[src/rtl/core101_pkg.sv]
// Shared core101 definitions: next-PC select codes, fetch FSM states and
// the reset instruction word, common to the fetch and control units.
package core101_pkg;

   typedef enum logic [1:0] {
      PC_SEL_PLUS4  = 2'b00,
      PC_SEL_BRANCH = 2'b01,
      PC_SEL_JUMP   = 2'b10,
      PC_SEL_HOLD   = 2'b11
   } pc_sel_e;

   typedef enum logic [1:0] {
      FS_IDLE = 2'd0,
      FS_REQ  = 2'd1,
      FS_DONE = 2'd2
   } fetch_state_e;

   // addi x0,x0,0
   localparam logic [31:0] NOP_INSN = 32'h0000_0013;

endpackage

[src/rtl/fetch_unit_pc_reg.sv]
// Program counter register with its next-PC source mux.
module pc_reg
   import core101_pkg::*;
#(
   parameter logic [31:0] RESET_VECTOR = 32'h0000_0000
) (
   input  logic        clk,
   input  logic        rst,
   input  logic        pc_set,
   input  pc_sel_e     pc_sel,
   input  logic [31:0] branch_target,
   input  logic [31:0] jump_target,
   output logic [31:0] pc
);

   logic [31:0] pc_q;
   logic [31:0] pc_d;
   logic [31:0] pc_next;

   always_comb begin
      pc_next = pc_q;
      case (pc_sel)
         PC_SEL_PLUS4:  pc_next = pc_q + 32'd4;
         PC_SEL_BRANCH: pc_next = branch_target;
         PC_SEL_JUMP:   pc_next = jump_target;
         PC_SEL_HOLD:   pc_next = pc_q;
         default:       pc_next = pc_q;
      endcase
      pc_d = pc_set ? pc_next : pc_q;
   end

   always_ff @(posedge clk or posedge rst) begin
      if (rst) pc_q <= RESET_VECTOR;
      else     pc_q <= pc_d;
   end

   assign pc = pc_q;

endmodule

[src/rtl/fetch_unit.sv]
// Instruction fetch: PC register plus an IDLE/REQ/DONE fetch FSM that
// reads one word from instruction memory into the IR.
module fetch_unit
   import core101_pkg::*;
#(
   parameter logic [31:0] RESET_VECTOR = 32'h0000_0000,
   parameter logic [31:0] NOP_WORD     = core101_pkg::NOP_INSN
) (
   input  logic        fetch_unit_clock_in,
   input  logic        fetch_unit_reset_in,
   input  logic        fetch_unit_pc_set_val_in,
   input  logic        fetch_unit_ir_set_val_in,
   input  logic [1:0]  fetch_unit_pc_mux_sel_in,
   input  logic [31:0] fetch_unit_branch_target_in,
   input  logic [31:0] fetch_unit_jump_target_in,
   output logic [31:0] fetch_unit_pc_out,
   output logic [31:0] fetch_unit_ir_out,
   output logic [6:0]  fetch_unit_ins_data_out,
   output logic        fetch_unit_fetch_done_out,
   output logic        fetch_unit_fetch_err_out,
   output logic        fetch_unit_mem_req_out,
   output logic [31:0] fetch_unit_mem_addr_out,
   input  logic        fetch_unit_mem_ack_in,
   input  logic [31:0] fetch_unit_mem_data_in
);

   fetch_state_e state_q, state_d;
   logic [31:0]  addr_q, addr_d;
   logic [31:0]  ir_q, ir_d;
   logic         err_q, err_d;
   logic [31:0]  pc;

   pc_reg #(
      .RESET_VECTOR(RESET_VECTOR)
   ) u_pc_reg (
      .clk          (fetch_unit_clock_in),
      .rst          (fetch_unit_reset_in),
      .pc_set       (fetch_unit_pc_set_val_in),
      .pc_sel       (pc_sel_e'(fetch_unit_pc_mux_sel_in)),
      .branch_target(fetch_unit_branch_target_in),
      .jump_target  (fetch_unit_jump_target_in),
      .pc           (pc)
   );

   // pc is the registered value, so a same-edge pc_set cannot affect the fetch address
   always_comb begin
      state_d = state_q;
      addr_d  = addr_q;
      ir_d    = ir_q;
      err_d   = err_q;
      case (state_q)
         FS_IDLE: begin
            if (fetch_unit_ir_set_val_in) begin
               if (pc[1:0] == 2'b00) begin
                  addr_d  = pc;
                  state_d = FS_REQ;
               end else begin
                  err_d   = 1'b1;
                  state_d = FS_DONE;
               end
            end
         end
         FS_REQ: begin
            if (fetch_unit_mem_ack_in) begin
               ir_d    = fetch_unit_mem_data_in;
               state_d = FS_DONE;
            end
         end
         FS_DONE: state_d = FS_IDLE;
         default: state_d = FS_IDLE;
      endcase
   end

   always_ff @(posedge fetch_unit_clock_in or posedge fetch_unit_reset_in) begin
      if (fetch_unit_reset_in) begin
         state_q <= FS_IDLE;
         addr_q  <= '0;
         ir_q    <= NOP_WORD;
         err_q   <= 1'b0;
      end else begin
         state_q <= state_d;
         addr_q  <= addr_d;
         ir_q    <= ir_d;
         err_q   <= err_d;
      end
   end

   assign fetch_unit_pc_out         = pc;
   assign fetch_unit_ir_out         = ir_q;
   assign fetch_unit_ins_data_out   = ir_q[6:0];
   assign fetch_unit_fetch_done_out = (state_q == FS_DONE);
   assign fetch_unit_fetch_err_out  = err_q;
   assign fetch_unit_mem_req_out    = (state_q == FS_REQ);
   assign fetch_unit_mem_addr_out   = addr_q;

endmodule

[config.mk]
export PLATFORM = sky130hd
export DESIGN_NAME = fetch_unit
export DESIGN_NICKNAME = d
export VERILOG_FILES = /design/src/rtl/core101_pkg.sv /design/src/rtl/fetch_unit_pc_reg.sv /design/src/rtl/fetch_unit.sv
export SDC_FILE = /design/constraint.sdc
export NUM_CORES = 1
export LEC_CHECK = 0
export ABC_AREA = 1
export ABC_CLOCK_PERIOD_IN_PS = 8950
export BUFFER_PORTS_ARGS = -buffer_cell sky130_fd_sc_hd__buf_2
export CAP_MARGIN = 20
export CORE_ASPECT_RATIO = 1.2
export CORE_MARGIN = 2
export CORE_UTILIZATION = 40
export CTS_BUF_LIST = sky130_fd_sc_hd__clkbuf_4 sky130_fd_sc_hd__clkbuf_8
export CTS_CLUSTER_SIZE = 16
export DETAILED_ROUTE_END_ITERATION = 10
export PLACE_DENSITY_LB_ADDON = 0.12
export SYNTH_ARGS = -nofsm -noshare
export SYNTH_HDL_FRONTEND = slang
export SYNTH_SLANG_ARGS = --single-unit
[constraint.sdc]
create_clock -name fetch_unit_clock_in -period 8.95 [get_ports fetch_unit_clock_in]
set_input_delay 2.685 -clock fetch_unit_clock_in [delete_from_list [all_inputs] [get_ports fetch_unit_clock_in]]
set_output_delay 2.685 -clock fetch_unit_clock_in [all_outputs]
set_load 0.005 [all_outputs]
==> flow_summary.json <==
{
  "vdd_drop_max_mv": 0.0990,
  "cp-start-kind": "input pin",
  "synth_commonest_cells": "nand2_1 (150), dfrtp_1 (96), inv_1 (52), o21ai_0 (52), nand3_1 (49)",
  "finalHoldViolCount": 0,
  "ios": 209,
  "slew_headroom": 0.288,
  "ys_types": 29,
  "synth.largest_area_cell": "dfrtp_1",
  "drc": 0,
  "grt.overflow.total": 0,
  "synth.most_common_cell": "nand2_1",
  "critical_path_class": "input pin to flip-flop",
  "fin_skew_ns": 0.0161,
  "clk_latency_ns": 0.37,
  "routed_wl_mm": 14.7,
  "status": "completed",
  "min_period_ns": 4.17,
  "hold_path_class": "flip-flop to flip-flop",
  "synth_flop_cell": "dfrtp_1",
  "cts_tree": "done",
  "slowest_stage": "inv_1",
  "p_leak_nw": 3.35,
  "grt_usage": 0.211,
  "cp_slowest_stage_delay_ns": 0.43,
  "rsz0062_at_grt": "no",
  "timing.hold.ws_ns": 0.471,
  "synth_top_area_share": 0.465,
  "power.share.clock": 0.205,
  "place_inst": 952,
  "initial_core_util": 0.410,
  "final_util": 0.518,
  "antenna_left": 0,
  "setup_tns_ns": 0,
  "yosysSeqAreaShare": 0.480,
  "slew_violations": 0,
  "power_density_nw_per_um2": 247,
  "via_count": 4780,
  "path_cells": "buf_2 -> inv_1 -> ha_1 -> buf_4 -> inv_1 -> buf_16 -> nand2_1 -> a221oi_1 -> nor2_1",
  "p_sw_frac": 0.344,
  "fmax_mhz": 240,
  "clockBufferDepth": 2,
  "area_growth_pct": 26.5,
  "fin_crit_sh": 0.466,
  "p_total_mw": 1.62,
  "numCtsBuffers": 9,
  "fin_ws_ns": 4.78,
  "power.internal_mw": 1.06,
  "final_cell_area_um2": 6540,
  "crit_path_end_kind": "flip-flop",
  "synth-edff-count": 0,
  "post-cts-setup-buffers": 0,
  "cp.required_ns": 9.22,
  "die_height_um": 129,
  "ys_warn_count": 0,
  "port-buffer-count": 208,
  "rows": 45,
  "die_w_um": 108,
  "synth_cells": 610,
  "drt-pass1-iter-count": 5,
  "hpwl_mm": 11.3,
  "cp_common_cell": "inv_1",
  "critPathMaxFanout": 29,
  "wl_per_cell_um": 15.2,
  "cts.sinks": 99,
  "coreArea_um2": 12600,
  "path_clk_slew_ns": 0.11,
  "worstMarginPinSlew_ns": 1.07,
  "cts_root_buf": "clkbuf_8",
  "antenna_found_initial": 0,
  "diodes": 0,
  "crit-reg2reg-launch": "u_pc_reg.pc[3]",
  "async_reset_ff_frac": 1.00,
  "postCtsHoldBufs": 0,
  "place_area_um2": 6310,
  "ys_ff_latch": 99,
  "p_comb_frac": 0.341,
  "finalSetupViolCount": 0,
  "cp_data_arrival_time_ns": 4.44,
  "pwr-share-seq": 0.454,
  "h-tree-depth": 3,
  "crit_path_start": "fetch_unit_pc_mux_sel_in[0]",
  "p_switching_mw": 0.557,
  "cts_resized": 0,
  "reg2regPathDepth": 9,
  "place.gp.congestion": 0.866,
  "r2r_end": "u_pc_reg.pc[28]",
  "endpoint": "u_pc_reg.pc[0]",
  "mappedNetlistArea_um2": 5170,
  "fin_nets": 906,
  "drt_iter0_drc": 273,
  "drive_above_1_share": 0.359,
  "grt_max_degree": 73,
  "fin_cells": 968,
  "dieArea_um2": 13800,
  "viasPerCell": 4.94,
  "yosys-top-cells-area": "dfrtp_1 (46%), nand2_1 (11%), mux2_2 (7.4%)",
  "ff2ff_setup_slack_ns": 7.31,
  "grt_pass1_wl_mm": 22.7,
  "maxCapViolCount": 0,
  "grt_pass1_vias": 4557,
  "avgSynthCellArea_um2": 8.47,
  "synth_fp_nets": 717,
  "post-place-ws_ns": 4.39
}
[worst min-delay path by stage]
stage / start / end / slack [ns] / cells past startpoint
finish: fetch_unit_mem_addr_out[0] / fetch_unit_mem_addr_out[0] / 0.47 / 2
global route: fetch_unit_mem_addr_out[0] / fetch_unit_mem_addr_out[0] / 0.51 / 2
CTS: fetch_unit_mem_addr_out[0] / fetch_unit_mem_addr_out[0] / 0.47 / 2
detailed placement: fetch_unit_mem_addr_out[0] / fetch_unit_mem_addr_out[0] / 0.45 / 2
global placement: fetch_unit_fetch_err_out / fetch_unit_fetch_err_out / 0.44 / 2
floorplan: fetch_unit_fetch_err_out / fetch_unit_fetch_err_out / 0.46 / 2
[per-layer routing]
metal  GRT usage  routed length (um)
met5           0                   0
met3      0.0365                 958
met1       0.280                6560
met4      0.0762                 291
met2       0.349                6930
[cell type report]
| type | count | area (um^2) |
|---|---|---|
| Fill cell | 1216 | 6070 |
| Sequential cell | 99 | 2480 |
| Multi-Input combinational cell | 424 | 2330 |
| Timing Repair Buffer | 213 | 1100 |
| Tap cell | 164 | 205 |
| Inverter | 52 | 198 |
| Clock buffer | 10 | 131 |
| Clock inverter | 6 | 97.6 |
[power by group through the flow]
| stage | Sequential, mW | Clock, mW | Combinational, mW |
|---|---|---|---|
| floorplan | 0.749 | 0 | 0.281 |
| global placement | 0.738 | 0 | 0.552 |
| detailed placement | 0.747 | 0 | 0.561 |
| CTS | 0.738 | 0.339 | 0.562 |
| global route | 0.760 | 0.361 | 0.624 |
| finish | 0.735 | 0.331 | 0.552 |
[cell usage in the layout, fill, tap and decap left out, types with 10 or more instances in the layout]
cell	count
buf_2	208
a21oi_1	38
dfrtp_1	96
mux2_2	34
nand2_1	150
a22o_1	17
nor2_1	42
inv_1	51
nor2_4	10
o21ai_0	52
nand3_1	48
[kinds of logic (layout without fill, tap and decap cells)]
| logic type | after synthesis | in the layout | share of synthesized area |
|---|---|---|---|
| compound gates | 120 | 120 | 0.136 |
| mux | 35 | 35 | 0.0763 |
| fa+ha+maj | 4 | 4 | 0.00969 |
| buf+inv | 87 | 281 | 0.0709 |
| flops | 99 | 99 | 0.480 |
| simple gates | 265 | 265 | 0.227 |
[critical path, delay by kind of cell]
family | cells | cell delay (ns)
compound gates | 1 | 0.23
fa+ha+maj | 1 | 0.28
buf+inv | 5 | 1.04
simple gates | 2 | 0.15
(Power assumes the default switching activity.)
